$ cat config.mk
export PLATFORM = sky130hd
export DESIGN_NAME = alu_arbiter
export DESIGN_NICKNAME = d
export VERILOG_FILES = /design/src/rtl/alu_arbiter.sv
export SDC_FILE = /design/constraint.sdc
export NUM_CORES = 1
export LEC_CHECK = 0
export BUFFER_PORTS_ARGS = -buffer_cell sky130_fd_sc_hd__buf_2
export CAP_MARGIN = 25
export CORE_AREA = 2 2 125 127
export CTS_CLUSTER_SIZE = 12
export DETAILED_ROUTE_END_ITERATION = 8
export DIE_AREA = 0 0 127 129
export PLACE_DENSITY = 0.77
export SETUP_SLACK_MARGIN = 0.02
export SKIP_LAST_GASP = 1
export SLEW_MARGIN = 20
export SYNTH_ARGS = -nofsm -noshare
export SYNTH_HDL_FRONTEND = slang
export SYNTH_SLANG_ARGS = --single-unit
$ cat constraint.sdc
create_clock -name CLK -period 3.9 [get_ports CLK]
set_clock_uncertainty 0.1 [all_clocks]
set_input_delay 0 -clock CLK [delete_from_list [all_inputs] [get_ports CLK]]
set_output_delay 0 -clock CLK [all_outputs]
set_load 0.02 [all_outputs]
$ cat src/rtl/alu_arbiter.sv
// alu_arbiter: two valid/ready request channels sharing one combinational ALU.
// Define ALU_ARB_RR_EN for round-robin ties; default gives req0 fixed priority.
module alu_arbiter #(
  parameter int EXEC_CYCLES = 1
) (
  input  logic        CLK,
  input  logic        nRST,
  input  logic        req0_valid,
  output logic        req0_ready,
  input  logic [3:0]  req0_op,
  input  logic [31:0] req0_a,
  input  logic [31:0] req0_b,
  input  logic        req1_valid,
  output logic        req1_ready,
  input  logic [3:0]  req1_op,
  input  logic [31:0] req1_a,
  input  logic [31:0] req1_b,
  output logic        resp0_valid,
  input  logic        resp0_ready,
  output logic [31:0] resp0_out,
  output logic [2:0]  resp0_nzv,
  output logic        resp1_valid,
  input  logic        resp1_ready,
  output logic [31:0] resp1_out,
  output logic [2:0]  resp1_nzv,
  output logic [3:0]  alu_op,
  output logic [31:0] alu_a,
  output logic [31:0] alu_b,
  input  logic [31:0] alu_out,
  input  logic        alu_nf,
  input  logic        alu_zf,
  input  logic        alu_vf,
  output logic        busy
);

  typedef enum logic [1:0] {IDLE, EXEC, RESP} state_t;

  localparam logic [3:0] CNT_INIT = 4'(EXEC_CYCLES - 1);

  state_t      state_q;
  logic [3:0]  cnt_q;
  logic        owner_q;
  logic [3:0]  op_q;
  logic [31:0] a_q;
  logic [31:0] b_q;
  logic [31:0] res_q;
  logic [2:0]  nzv_q;
  logic [1:0]  rv_q;
  logic        gnt;
  logic        idle;
  logic        acc;
  logic        own_rdy;

`ifdef ALU_ARB_RR_EN
  logic last_q;

  // On a tie the requester not served last wins.
  always_comb begin
    gnt = ~req0_valid;
    if (req0_valid && req1_valid)
      gnt = ~last_q;
  end

  always_ff @(posedge CLK or negedge nRST) begin
    if (!nRST)
      last_q <= 1'b1;
    else if (acc)
      last_q <= gnt;
  end
`else
  always_comb gnt = ~req0_valid;
`endif

  assign idle       = (state_q == IDLE);
  assign req0_ready = idle && req0_valid && !gnt;
  assign req1_ready = idle && req1_valid && gnt;
  assign acc        = req0_ready || req1_ready;
  assign own_rdy    = owner_q ? resp1_ready : resp0_ready;

  assign alu_op = op_q;
  assign alu_a  = a_q;
  assign alu_b  = b_q;
  assign busy   = !idle;

  assign resp0_valid = rv_q[0];
  assign resp1_valid = rv_q[1];
  assign resp0_out   = rv_q[0] ? res_q : '0;
  assign resp0_nzv   = rv_q[0] ? nzv_q : '0;
  assign resp1_out   = rv_q[1] ? res_q : '0;
  assign resp1_nzv   = rv_q[1] ? nzv_q : '0;

  always_ff @(posedge CLK or negedge nRST) begin
    if (!nRST) begin
      state_q <= IDLE;
      cnt_q   <= '0;
      owner_q <= 1'b0;
      op_q    <= '0;
      a_q     <= '0;
      b_q     <= '0;
      res_q   <= '0;
      nzv_q   <= '0;
      rv_q    <= '0;
    end else begin
      unique case (state_q)
        IDLE: begin
          if (acc) begin
            owner_q <= gnt;
            op_q    <= gnt ? req1_op : req0_op;
            a_q     <= gnt ? req1_a : req0_a;
            b_q     <= gnt ? req1_b : req0_b;
            cnt_q   <= CNT_INIT;
            state_q <= EXEC;
          end
        end
        EXEC: begin
          if (cnt_q == '0) begin
            res_q   <= alu_out;
            nzv_q   <= {alu_nf, alu_zf, alu_vf};
            rv_q    <= owner_q ? 2'b10 : 2'b01;
            state_q <= RESP;
          end else begin
            cnt_q <= cnt_q - 4'd1;
          end
        end
        RESP: begin
          if (own_rdy) begin
            rv_q    <= '0;
            state_q <= IDLE;
          end
        end
        default: state_q <= IDLE;
      endcase
    end
  end

endmodule

Word-level counts from Yosys, hierarchy flattened
Index checks and enable logic that the tools add are counted.

Flip-flop bits (word level): 112. Latch bits: 0. Memory bits (writable): 0. ROM bits: 0. Bits of input ports: 177. Output and inout port bits: 143. Word-level logic and storage cells: 50. Memories: 0.

$add $sub $neg: 1. $mul: 0. Div/mod/pow operators: 0. Magnitude comparators: 0. Equality and inequality tests: 6. Shift-type cells: 0. Muxes and demuxes: 18. Bitwise gates (word level): 1. Reduce and logical (&&, ||, !) cells: 15.

Operators by type and width (count): 2-to-1 mux 32 bit (4); 2-to-1 mux 4 bit (3); 2-to-1 mux 2 bit (5); AND reduction 3 bit (3); case mux 4 bit (2 select lines) (1); 2-to-1 mux 3 bit (2); inequality test 2 bit (second input constant) (3); case mux 2 bit (3 select lines) (1); logical AND 1 bit (4); logical NOT 4 bit (1); case mux 2 bit (2 select lines) (1); AND reduction 2 bit (2); nonzero test 2 bit (2); subtractor 4 x 1 -> 4 bit (second input constant) (1); equality test 2 x 1 -> 1 bit (second input constant) (1); equality test 2 bit (second input constant) (1); logical NOT 2 bit (1); inequality test 2 x 1 -> 1 bit (second input constant) (1); logical NOT 1 bit (1); logical OR 1 bit (1); 2-to-1 mux 1 bit (1); inverter 1 bit (1).

Longest topological paths before layout
Depth in word-level cells: 6. Depth in mapped cells: 6. Mapped depth without buffers: 5.

Worst setup path before layout
OpenSTA, ideal clock, no wires.

Path kind: reg-to-reg. From: reg cnt_q[0]. To: reg res_q[10]. Setup time: 0.125 ns. Data arrival time: 1.498 ns. Required time: 3.675 ns. Path slack: 2.177 ns. Cell stages (with the launch flop): 7. Buffers on the path: 1. Clock period less this slack: 1.723 ns. Cells stage by stage: dfrtp_1 inv_1 ha_1 nor3b_4 nand2_4 buf_6 mux2_4.

Longest elaborated chain between the ends: 2.

RTL lines: from (decl) (RTL line 41) `logic [3:0] cnt_q;`; from (signal assigned) (RTL line 122) `cnt_q <= cnt_q - 4'd1;`; logical NOT 4 bit (RTL line 116) `if (cnt_q == '0) begin`; AND reduction 2 bit (no source line); to (signal assigned) (RTL line 117) `res_q <= alu_out;`; to (decl) (RTL line 46) `logic [31:0] res_q;`.

Every way passes these cells. A chain may end at the register's enable or synchronous reset.

Worst setup path in the final report
From: reg state_q[1]. To: out busy.

Longest elaborated chain between the ends: 2.

RTL lines: from (decl) (RTL line 40) `state_t state_q;`; from (signal assigned) (RTL line 94) `state_q <= IDLE;`; from (signal assigned) (RTL line 112) `state_q <= EXEC;`; from (signal assigned) (RTL line 120) `state_q <= RESP;`; logical NOT 2 bit (RTL line 74) `assign idle = (state_q == IDLE);`; logical NOT 1 bit (RTL line 83) `assign busy = !idle;`; to (decl) (RTL line 33) `output logic busy`.

Every way passes these cells.

==> impl_metrics.tcl <==
set metrics [dict create \
    worstPathMaxFanout 43 \
    wl_per_cell_microns 16.5 \
    intPower_w 0.00379 \
    ys_seq_area_share_pct 50.4 \
    dieWidth_microns 127 \
    r2r_slack_ns 1.61 \
    syn_area_sq_um 5560 \
    grt_pass1_vias 6120 \
    cts_made_buffers 9 \
    dr.pass1.iters 6 \
    power_leakage_nw 4.80 \
    die_y_microns 129 \
    critPathKind "flop to output port" \
    worstPathCellList "nor2_1 > inv_1 > buf_4 > buf_2" \
    timing.rr.end "alu_b[7]" \
    r2r-start "state_q[1]" \
    startpoint_type "flop" \
    syn_area_per_cell_sq_um 11.2 \
    synth_seq_cells 112 \
    rows 45 \
    grt_overflow 0 \
    cts_tree "done" \
    grt_antenna_before_repair 0 \
    ant_nets 0 \
    dp_hpwl_microns 10800 \
    end_kind "output port" \
    cts_sinks 112 \
    finalCritPeriodShare_pct 59.9 \
    grt_max_degree 49 \
    cp-startpoint "state_q[1]" \
    run_status "finished, final reports clean" \
    drive_gt1_share_pct 39.2 \
    swShare_pct 43.1 \
    insertion_delay_ns 0.34 \
    post_cts_buffers 0 \
    cp_slowest_cell "inv_1" \
    final_max_slew_viol_count 0 \
    port_buffers 319 \
    synth.distinct_cells 31 \
    reg2reg_depth 5 \
    nNetsFinal 1150 \
    core_sq_um 15000 \
    fp.dieArea_sq_um 16400 \
    grtUsageTotal_pct 22.9 \
    dp_cells 973 \
    dpl_worst_slack_ns 1.69 \
    max_freq_mhz 428 \
    grt_pass1_wl_microns 30000 \
    clkPwrFrac_pct 15.3 \
    rsz0062_at_grt "false" \
    setup_slack_ns 1.56 \
    setup_viol 0 \
    synth_cells 498 \
    syn2layout_area_growth_pct 68.3 \
    clkTransAtPathRegs_ns 0.07 \
    worstPathArrival_ns 2.24 \
    p_seq_share_pct 32.4 \
    vias 5899 \
    p_total_w 0.00666 \
    max-vdd-ir-drop_v 0.000357 \
    hold_viol_final 0 \
    drt-vias-per-instance 5.07 \
    maxCapViolCount 0 \
    combPwrFrac_pct 52.3 \
    hp-class "input port to flop" \
    cts_max_path_buffers 2 \
    ctsResizeCount 0 \
    drt-initial-drc-count 180 \
    gp_congestion 0.730 \
    htreeDepth 3 \
    ys_warn_count 0 \
    fin_cells 1164 \
    crit_path_max_incr_delay_ns 0.47 \
    maxSlewHeadroom_pct 40.3 \
    cts_root_buf "clkbuf_16" \
    final_util_pct 62.4 \
    fin_crit_ns 2.34 \
    drc_errors 0 \
    p_sw_w 0.00287 \
    power_density_nw_per_um2 712 \
    io_pins 320 \
    worst_slew_pin_slew_ns 0.896 \
    worstPathRequired_ns 3.80 \
    critPathCapture "busy" \
    finalSetupTns_ns 0 \
    n_antenna_cell 0 \
    synth_nets 677 \
    wl_microns 19200 \
    start_util_pct 37.1 \
]
[how the worst min path moves through the flow]
stage                 from   endpoint  slack, ns  depth (start not counted)
3_5_place_dp          nRST  res_q[24]      -0.07                          1
6_report       resp0_ready    rv_q[1]       0.04                          4
2_1_floorplan         nRST   alu_a[0]      -0.40                          0
5_1_grt        resp0_ready    rv_q[1]       0.10                          4
3_3_place_gp          nRST   nzv_q[0]      -0.07                          1
4_1_cts        resp0_ready    rv_q[1]       0.02                          4
[sequential cells by signal, summed over array words and instances, names as in the netlist]
name / cells
nzv_q: 3
rv_q: 2
alu_b: 32
alu_op: 4
state_q: 2
alu_a: 32
cnt_q: 4
res_q: 32
owner_q: 1
[power groups by stage]
stage / Sequential [W] / Combinational, W / Clock, W
after global routing: 0.00224 / 0.00374 / 0.00109
after floorplan: 0.00247 / 0.00184 / 0
after CTS: 0.00213 / 0.00342 / 0.00105
after global placement: 0.00212 / 0.00320 / 0
final: 0.00215 / 0.00348 / 0.00102
after detailed placement: 0.00215 / 0.00326 / 0
[stage by stage]
stage | area, sq um | hold slack, ns
final | 9350 | 0.0353
after global routing | 9350 | 0.103
after detailed placement | 7270 | -0.0665
after floorplan | 5560 | -0.396
after global placement | 7270 | -0.0686
after CTS | 9350 | 0.0194
[routing by layer]
layer	wire length, microns	track usage (%)	up-vias
li1	-	-	2698
met5	0	0	-
met1	7210	25.4	2798
met2	9810	41.5	342
met4	699	11.1	0
met3	1460	5.24	61
[Yosys cell counts (all sizes together)]
library cell    n  share of area, %
inv             3              0.20
and3            1              0.11
clkbuf         25               1.7
dfrtp         112                50
and2           71               8.0
a31o            1              0.16
a21oi           3              0.27
o21ai         138                12
a211oi          1              0.14
nand2b          3              0.34
nor2            5              0.47
ha              2              0.45
nor3b           3              0.61
and2b           1              0.14
buf            13               1.5
a21bo           1              0.18
mux2           36               9.3
nand3           1             0.090
mux2i          69                12
nand2           3              0.34
nand3b          1              0.14
a311o           1              0.18
nor4            1              0.11
o22ai           1              0.11
or3             2              0.23
[critical path, delay by kind of cell (launching register included)]
kind,cells,cell delay [ns]
buffers and inverters,3,1.11
and+or+nand+nor,1,0.35
DFF,1,0.41
[repair_timing]
action / in CTS / in global routing
hold endpoints to repair: 149 / 0
endpoints found under the setup margin: 0 / 0
hold buffers: 175 / 0
[cells in the final DEF, fill, tap and decap left out]
| master | count |
|---|---|
| a211oi_1 | 1 |
| a21oi_1 | 3 |
| nor4_1 | 1 |
| nor2_1 | 4 |
| a311o_1 | 1 |
| o22ai_1 | 1 |
| o21ai_0 | 131 |
| and2_1 | 71 |
| nand3_1 | 1 |
| a31o_2 | 1 |
| inv_6 | 2 |
| buf_4 | 8 |
| nor3b_4 | 1 |
| and3_1 | 1 |
| ha_1 | 2 |
| clkbuf_16 | 9 |
| dlygate4sd3_1 | 175 |
| nand2b_1 | 3 |
| mux2_2 | 7 |
| nand2_1 | 2 |
| nand2_4 | 1 |
| dfrtp_1 | 112 |
| clkinv_2 | 1 |
| inv_1 | 3 |
| or3_1 | 2 |
| and2b_1 | 1 |
| a21bo_2 | 1 |
| clkinvlp_4 | 1 |
| buf_2 | 317 |
| mux2i_1 | 69 |
| o21ai_1 | 6 |
| mux2_4 | 29 |
| nand3b_1 | 1 |
| clkbuf_8 | 1 |
| o21ai_4 | 1 |
| nor2_4 | 1 |
| nor3b_1 | 2 |
| bufinv_16 | 2 |
[area by class of cell]
cell class | instances | area (sq um)
Inverter | 3 | 11.3
Sequential cell | 112 | 2800
Tap cell | 188 | 235
Fill cell | 1158 | 5620
Clock buffer | 10 | 239
Multi-Input combinational cell | 345 | 2580
Clock inverter | 6 | 90.1
Timing Repair Buffer | 500 | 3400
[kinds of logic (layout without fill, tap and decap cells)]
group	after synthesis	in the layout	share of synthesized area [%]
mux	105	105	21.7
simple gates	92	92	10.6
buf+inv	41	519	3.40
fa+ha+maj	2	2	0.450
compound gates	146	146	13.5
flops	112	112	50.4
(Power assumes the default switching activity.)
